<file path="src/rtl/dct_idct_frame_sequencer.sv">
// Frame sequencer for the cascaded dct/idct pair: feeds one frame of
// pixels, qualifies both 64-sample output bursts and ends on drain or timeout.

module dct_idct_burst_qual #(
  parameter int BLOCK_SIZE       = 64,
  parameter int BLOCKS_PER_FRAME = 1024
) (
  input  logic                                  clk,
  input  logic                                  rst_n,
  input  logic                                  en_i,
  input  logic                                  clr_i,
  input  logic                                  done_i,
  output logic                                  valid_o,
  output logic [$clog2(BLOCKS_PER_FRAME+1)-1:0] blocks_o,
  output logic [$clog2(BLOCKS_PER_FRAME+1)-1:0] blocks_next_o
);

  localparam int BurstW = $clog2(BLOCK_SIZE+1);
  localparam int BlkW   = $clog2(BLOCKS_PER_FRAME+1);
  localparam logic [BurstW-1:0] Bs   = BurstW'(BLOCK_SIZE);
  localparam logic [BurstW-1:0] BsM1 = BurstW'(BLOCK_SIZE-1);
  localparam logic [BlkW-1:0]   Bpf  = BlkW'(BLOCKS_PER_FRAME);

  logic [BurstW-1:0] cnt_q, cnt_d;
  logic [BlkW-1:0]   blk_q, blk_d;

  assign valid_o       = en_i && done_i && (cnt_q < Bs);
  assign blocks_o      = blk_q;
  assign blocks_next_o = blk_d;

  always_comb begin
    cnt_d = cnt_q;
    blk_d = blk_q;
    if (en_i) begin
      // run length saturates so an over-long done run yields one block
      if (!done_i)           cnt_d = '0;
      else if (cnt_q != Bs)  cnt_d = cnt_q + BurstW'(1);
      if (valid_o && cnt_q == BsM1 && blk_q != Bpf)
        blk_d = blk_q + BlkW'(1);
    end
    if (clr_i) blk_d = '0;
  end

  always_ff @(posedge clk or negedge rst_n) begin
    if (!rst_n) begin
      cnt_q <= '0;
      blk_q <= '0;
    end else begin
      cnt_q <= cnt_d;
      blk_q <= blk_d;
    end
  end

endmodule

module dct_idct_frame_sequencer #(
  parameter int BitWidth         = 31,
  parameter int BLOCK_SIZE       = 64,
  parameter int BLOCKS_PER_FRAME = 1024,
  parameter int DRAIN_LIMIT      = 16384
) (
  input  logic                                  clk,
  input  logic                                  reset,
  input  logic                                  frame_go,
  input  logic                                  pix_valid,
  input  logic [BitWidth:0]                     pix_data,
  output logic                                  pix_ready,
  output logic                                  dct_start,
  output logic [BitWidth:0]                     dct_din,
  input  logic                                  dct_reading,
  input  logic                                  dct_done,
  input  logic                                  idct_done,
  output logic                                  dct_out_valid,
  output logic                                  idct_out_valid,
  output logic [$clog2(BLOCKS_PER_FRAME+1)-1:0] blocks_dct,
  output logic [$clog2(BLOCKS_PER_FRAME+1)-1:0] blocks_idct,
  output logic                                  busy,
  output logic                                  frame_done,
  output logic                                  timeout
);

  localparam int TotW = $clog2(BLOCK_SIZE*BLOCKS_PER_FRAME+1);
  localparam int DrnW = $clog2(DRAIN_LIMIT+1);
  localparam int BlkW = $clog2(BLOCKS_PER_FRAME+1);
  localparam logic [TotW-1:0] Total = TotW'(BLOCK_SIZE*BLOCKS_PER_FRAME);
  localparam logic [DrnW-1:0] Limit = DrnW'(DRAIN_LIMIT);
  localparam logic [BlkW-1:0] Bpf   = BlkW'(BLOCKS_PER_FRAME);

  typedef enum logic [2:0] {
    S_IDLE,
    S_FEED,
    S_FLUSH,
    S_DRAIN,
    S_DONE
  } state_e;

  state_e          state_q, state_d;
  logic [TotW-1:0] in_cnt_q, in_cnt_d;
  logic [DrnW-1:0] drain_cnt_q, drain_cnt_d, drain_inc;
  logic            timeout_q, timeout_d;
  logic            start_frame;
  logic            qual_en;
  logic [BlkW-1:0] blk_dct_nx, blk_idct_nx;

  assign dct_din    = pix_data;
  assign busy       = (state_q == S_FEED) || (state_q == S_FLUSH) ||
                      (state_q == S_DRAIN);
  assign frame_done = (state_q == S_DONE);
  assign timeout    = timeout_q;
  assign qual_en    = (state_q != S_IDLE);
  assign drain_inc  = drain_cnt_q + DrnW'(1);

  always_comb begin
    state_d     = state_q;
    in_cnt_d    = in_cnt_q;
    drain_cnt_d = drain_cnt_q;
    timeout_d   = timeout_q;
    pix_ready   = 1'b0;
    dct_start   = 1'b0;
    start_frame = 1'b0;
    unique case (state_q)
      S_IDLE, S_DONE: begin
        if (frame_go) begin
          state_d     = S_FEED;
          in_cnt_d    = '0;
          drain_cnt_d = '0;
          timeout_d   = 1'b0;
          start_frame = 1'b1;
        end
      end
      S_FEED: begin
        dct_start = 1'b1;
        pix_ready = dct_reading && (in_cnt_q < Total);
        if (pix_valid && pix_ready) begin
          in_cnt_d = in_cnt_q + TotW'(1);
          if (in_cnt_d == Total) state_d = S_FLUSH;
        end
      end
      S_FLUSH: begin
        dct_start   = dct_reading;
        drain_cnt_d = drain_inc;
        if (drain_inc == Limit) begin
          state_d   = S_DONE;
          timeout_d = 1'b1;
        end else if (!dct_reading) begin
          state_d = S_DRAIN;
        end
      end
      S_DRAIN: begin
        drain_cnt_d = drain_inc;
        // a block finishing on the limit cycle still counts as a clean end
        if (blk_idct_nx == Bpf) begin
          state_d = S_DONE;
        end else if (drain_inc == Limit) begin
          state_d   = S_DONE;
          timeout_d = 1'b1;
        end
      end
      default: state_d = S_IDLE;
    endcase
  end

  always_ff @(posedge clk or negedge reset) begin
    if (!reset) begin
      state_q     <= S_IDLE;
      in_cnt_q    <= '0;
      drain_cnt_q <= '0;
      timeout_q   <= 1'b0;
    end else begin
      state_q     <= state_d;
      in_cnt_q    <= in_cnt_d;
      drain_cnt_q <= drain_cnt_d;
      timeout_q   <= timeout_d;
    end
  end

  dct_idct_burst_qual #(
    .BLOCK_SIZE      (BLOCK_SIZE),
    .BLOCKS_PER_FRAME(BLOCKS_PER_FRAME)
  ) u_dct_qual (
    .clk          (clk),
    .rst_n        (reset),
    .en_i         (qual_en),
    .clr_i        (start_frame),
    .done_i       (dct_done),
    .valid_o      (dct_out_valid),
    .blocks_o     (blocks_dct),
    .blocks_next_o(blk_dct_nx)
  );

  dct_idct_burst_qual #(
    .BLOCK_SIZE      (BLOCK_SIZE),
    .BLOCKS_PER_FRAME(BLOCKS_PER_FRAME)
  ) u_idct_qual (
    .clk          (clk),
    .rst_n        (reset),
    .en_i         (qual_en),
    .clr_i        (start_frame),
    .done_i       (idct_done),
    .valid_o      (idct_out_valid),
    .blocks_o     (blocks_idct),
    .blocks_next_o(blk_idct_nx)
  );

endmodule

</file>
<file path="config.mk">
export PLATFORM = sky130hd
export DESIGN_NAME = dct_idct_frame_sequencer
export DESIGN_NICKNAME = d
export VERILOG_FILES = /design/src/rtl/dct_idct_frame_sequencer.sv
export SDC_FILE = /design/constraint.sdc
export NUM_CORES = 1
export LEC_CHECK = 0
export BUFFER_PORTS_ARGS = -buffer_cell sky130_fd_sc_hd__buf_2
export CAP_MARGIN = 20
export CORE_AREA = 5 5 93 104
export DETAILED_ROUTE_END_ITERATION = 10
export DIE_AREA = 0 0 98 109
export HOLD_SLACK_MARGIN = 0.08
export PLACE_DENSITY = 0.92
export SLEW_MARGIN = 20
export SYNTH_ARGS = -nofsm -noshare
export SYNTH_HDL_FRONTEND = slang
export SYNTH_SLANG_ARGS = --single-unit
</file>
<file path="constraint.sdc">
create_clock -name clk -period 5.9 [get_ports clk]
set_clock_uncertainty 0.05 [all_clocks]
set_input_delay 0.59 -clock clk [delete_from_list [all_inputs] [get_ports clk]]
set_output_delay 0.59 -clock clk [all_outputs]
set_load 0.05 [all_outputs]
</file>
Word level (Yosys, flattened, before mapping). Index checks and enable logic that the tools add are counted.

Add/subtract/negate cells: 6. $lt $le $gt $ge: 3. Eq/ne operators: 21. Multiplexer cells: 31. Reduce and logical (&&, ||, !) cells: 28.

Operators with widths (number): 11-bit two-way mux (6); 17-bit two-way mux (2); 17-bit case mux with 2 select lines (1); 15-bit case mux with 2 select lines (1); 7-bit two-way mux (4); 11-bit by 1-bit adder with 11-bit output (second input constant) (2); 11-bit inequality test (second input constant) (2); 3-bit two-way mux (7); 17-bit by 1-bit adder with 17-bit output (second input constant) (1); 17-bit == test (second input constant) (1); 17-bit less-than comparator (second input constant) (1); 15-bit by 1-bit adder with 15-bit output (second input constant) (1); 15-bit == test (second input constant) (1); 15-bit two-way mux (1); 7-bit by 1-bit adder with 7-bit output (second input constant) (2); 7-bit by 6-bit == test with 1-bit output (second input constant) (2); 7-bit less-than comparator (second input constant) (2); 7-bit inequality test (second input constant) (2); 3-bit case mux with 4 select lines (1); 11-bit == test (second input constant) (1); 1-bit logical AND (10); 2-bit by 1-bit inequality test with 1-bit output (second input constant) (4); 2-bit AND reduction (4); 2-bit nonzero test (4); other kinds (15) (26).

Bits in registers: 72. Bits of input ports: 39. Output and inout port bits: 61. Word-level logic and storage cells: 97.

Depth between registers and ports, before layout.
Depth after elaboration: 11. Gate-level depth with buffers: 9. Depth with buffers taken out: 9.

Hierarchy. From an unflattened synthesis, not the netlist that was laid out.

Cells, all modules: 544. Area total of the unflattened synthesis: 4625.7 um2.

By module, submodules not included: dct_idct_frame_sequencer (instances 1, cells each 310, area each 2461.1 um2, sequential area each 900.9 um2); dct_idct_burst_qual at u_dct_qual (instances 1, cells each 122, area each 1142.3 um2, sequential area each 450.4 um2); dct_idct_burst_qual at u_idct_qual (instances 1, cells each 112, area each 1022.2 um2, sequential area each 450.4 um2).

Worst setup path after synthesis. Ideal clock, no wire load.

Kind: input port to flip-flop. Start: in dct_done. End: reg u_dct_qual.blk_q[8], in the netlist u_dct_qual.blocks_o[8]. Library setup time: 0.078 ns. Arrival time: 3.244 ns. Required time: 5.772 ns. Path slack: 2.528 ns. Stages on the path: 6. Path buffers: 1. Cells stage by stage: clkbuf_1 -> nor3b_1 -> nor3b_2 -> nand4_1 -> or3_1 -> a21oi_1.

Cells in the longest elaborated chain, start to end: 6.

RTL lines: start, declared (RTL line 71) `input logic dct_done,`; 1-bit logical AND (2 in series) (RTL line 27) `assign valid_o = en_i && done_i && (cnt_q < Bs);`; named net dct_out_valid (RTL line 73) `output logic dct_out_valid,`; 1-bit logical AND (2 in series) (RTL line 38) `if (valid_o && cnt_q == BsM1 && blk_q != Bpf)`; 2-bit nonzero test (no line); 2-bit AND reduction (no line); end signal, assigned (RTL line 50) `blk_q <= blk_d;`; end, declared (RTL line 25) `logic [BlkW-1:0] blk_q, blk_d;`.

The timed path passes the listed nets, and every way through them passes these cells. A chain may end at the register's enable or synchronous reset.

Worst setup path after layout.
Start: reg drain_cnt_q[0]. End: reg state_q[0].

Cells in the longest elaborated chain, start to end: 4. Elaborated cells on any way between the ends: 7. Those cells by class: add/sub (1); eq/ne (3); mux (2); reduce/logical (1).

RTL lines: start, declared (RTL line 99) `logic [DrnW-1:0] drain_cnt_q, drain_cnt_d, drain_inc;`; start signal, assigned (RTL line 172) `drain_cnt_q <= drain_cnt_d;`; 15-bit by 1-bit adder with 15-bit output (*) (RTL line 111) `assign drain_inc = drain_cnt_q + DrnW'(1);`; 15-bit == test (*) (RTL line 142, 154); 3-bit by 1-bit inequality test with 1-bit output (no line) (tied with other cells); 5-bit AND reduction (no line) / 3-bit case mux with 4 select lines (equally long branches); end signal, assigned (RTL line 170) `state_q <= state_d;`; end, declared (RTL line 97) `state_e state_q, state_d;`.

Mark *: on every way between the ends. The rest lies on a longest branch, timed or not.

==> results.yml <==
cts:
  ctsHtreeMaxLevel: 3
  cts_tree: "done"
  cts_setup_buffers: 0
  root_buffer: "clkbuf_8"
  cts_sinks: 72
  clk_pin_slew_worst_paths_ns: 0.08
  ctsHoldBuffers: 0
  cts_buffer_depth: 2
  insertion_delay_ns: 0.36
  cts_resized: 0
  numCtsBuffers: 9
power_and_ir_drop:
  p_sw_uw: 509
  pwr-share-clk: 0.306
  p_leak_uw: 0.00225
  p_int_uw: 856
  switching_share: 0.373
  ir_drop_uv: 204
  p_seq_frac: 0.428
  combPwrFrac: 0.266
  p_per_area_nw_per_um2: 267
die:
  core_um2: 8600
  ios: 100
  die_area_um2: 10700
  num_rows: 36
  die_h_um: 109
  die_w_um: 98
  start_util: 0.576
global_routing:
  antenna_found_initial: 0
  grt_pass1_wl_mm: 18.5
  grt_remaining_overflow: 0
  grt_pass1_vias: 3998
  grt_start_max_net_pins: 73
  grt_usage: 0.208
yosys:
  async_flop_share: 1.00
  synth_edf_count: 0
  seq_area_frac_synth: 0.364
  synth_fp_nets: 637
  syn_inst: 586
  yosys_warnings: 0
  postSynthAreaPerCell_um2: 8.46
  synthFlopType: "dfrtp_1"
  syn_area_um2: 4960
  yosys_register_bits: 72
  synth_top_cell_area_share: 0.364
  ys_types: 72
  ys_top_cells_by_area: "dfrtp_1 (36%), o21ai_0 (6.2%), buf_4 (5.3%), nand3_1 (4.1%), nor2_1 (4.1%)"
  yosysTopAreaCell: "dfrtp_1"
setup_path:
  crit_start: "drain_cnt_q[0]"
  required_ns: 6.08
  endpoint: "state_q[0]"
  crit_path_max_fanout: 8
  rr_endpoint: "state_q[0]"
  r2r_slack_ns: 3.01
  worstReg2RegStart: "drain_cnt_q[0]"
  criticalPathCategory: "reg -> reg"
  crit_arrival_ns: 3.06
  worstSetupEndpointType: "flip-flop"
  start_kind: "flip-flop"
  rr_worst_depth: 8
placement:
  placedInstanceArea_um2: 4910
  port_buffers: 35
  routabilityCongestion: 1.01
  hpwl_mm: 7.55
final_layout:
  fin_area_um2: 5120
  layout.cells.most_common: "dfrtp_1"
  layout.cells.most_common_list: "dfrtp_1 (72), o21ai_0 (61), nor2_1 (54)"
  layout-drive-gt1-share: 0.139
  syn_to_final_growth_pct: 3.26
  nets: 621
  antenna_cells: 0
route:
  wl_met1_mm: 4.66
  first_pass_iters: 5
  antenna_left: 0
  wl_met2_mm: 5.30
  highest_layer: "met4"
  dr_wl_met3_um: 625
  drc: 0
  drt_iter0_drc: 321
  wirelength_mm: 10.8
  wl_per_cell_um: 15.7
  via_per_inst: 6.27
  dr_total_vias: 4321
sta:
  slew_headroom: 0.334
  hold_violations: 0
  tightest_slew_ns: 0.999
  max_freq_mhz: 347
  fin_tns_setup_ns: 0
  fin_crit_ns: 2.89
  setup_violations: 0
  rsz0062_at_grt: "false"
  slew_violations: 0
  timing.final.crit_share: 0.489
outcome:
  outcome: "completed"
hold_path:
  hold_class: "in -> async"
run:
  cap_viol_max_count: 0
==> state kept, by name, indices dropped and copies added (netlist names) <==
name and cells:
u_dct_qual.cnt_q 7, timeout 1, u_dct_qual.blocks_o 11, in_cnt_q 17
state_q 3, u_idct_qual.blocks_o 11, u_idct_qual.cnt_q 7, drain_cnt_q 15
==> layer usage <==
layer	GRT usage	up-vias
met5	0	-
met3	0.0397	34
met4	0.0772	0
met1	0.262	2086
li1	-	2059
met2	0.357	142
==> area by class of cell <==
type                            instances  area (um2)
Inverter                               20        75.1
Multi-Input combinational cell        429        2690
Timing Repair Buffer                   38         198
Clock buffer                           12         155
Sequential cell                        72        1800
Tap cell                              114         143
Fill cell                             698        3490
Clock inverter                          4        51.3
==> how the worst min path moves through the flow <==
stage                    startpoint                     end  slack (ns)  cells past startpoint
floorplan                     reset          drain_cnt_q[0]        0.24                      0
global placement    drain_cnt_q[14]         drain_cnt_q[14]        0.45                      1
detailed placement          timeout                 timeout        0.45                      2
CTS                           reset  u_dct_qual.blocks_o[4]        0.43                      2
global route                  reset             in_cnt_q[6]        0.50                      2
finish                        reset  u_dct_qual.blocks_o[4]        0.38                      2
==> through the flow <==
stage	hold slack (ns)	utilization	setup slack [ns]	power [uW]	instances
global placement	0.450	0.571	3.11	937	673
detailed placement	0.453	0.571	3.05	953	673
floorplan	0.244	-	2.53	914	586
CTS	0.425	0.595	3.03	1370	689
global route	0.497	0.595	2.73	1440	689
finish	0.383	0.595	3.01	1370	689
==> Yosys cell counts, types with 2 or more instances <==
cell type,number
o21a_1,6
a211o_1,3
nand2b_1,6
o31ai_1,11
nor2b_1,4
buf_2,5
or4_1,2
or3_1,5
a21o_1,4
o22ai_1,3
nor4_2,3
dfrtp_1,72
mux2i_1,2
nor4_1,8
nand2_1,47
a21oi_1,17
nor4b_1,2
nor3b_1,3
and4_1,7
a211oi_2,2
xor2_1,16
buf_4,35
nor2_1,54
a211oi_1,2
nor3_1,15
clkbuf_1,21
o21ai_0,61
and2_1,5
o221a_2,2
o211ai_1,2
and3_1,14
ha_1,12
buf_1,2
nand4_2,3
or2_2,3
nand4_1,16
o41ai_1,5
inv_1,20
nand3_1,41
xnor2_1,10
a31oi_1,4
==> worst max-delay path: stages (launching register included) <==
cell	delay, ns
dfrtp_1	0.47
ha_1	0.29
nand2_1	0.15
nor3_1	0.57
mux2_2	0.41
o22ai_1	0.14
o2111ai_1	0.26
a211oi_1	0.33
a211oi_2	0.08
==> cells by family after synthesis <==
kind of cell,count (synthesis),share of synthesized area
and+or+nand+nor,250,0.276
AOI/OAI and AO/OA,138,0.184
buffers and inverters,85,0.0939
DFF,72,0.364
xor gates and xnor gates,26,0.0459
adders and majority gates,12,0.0303
muxes,3,0.00631
==> power by group through the flow <==
stage               Combinational [uW]  Sequential, uW  Clock (uW)
floorplan                          340             574           0
global route                       399             593         444
global placement                   347             590           0
detailed placement                 360             593           0
CTS                                364             584         424
finish                             363             585         418
Power figures use the tool's default switching activity.
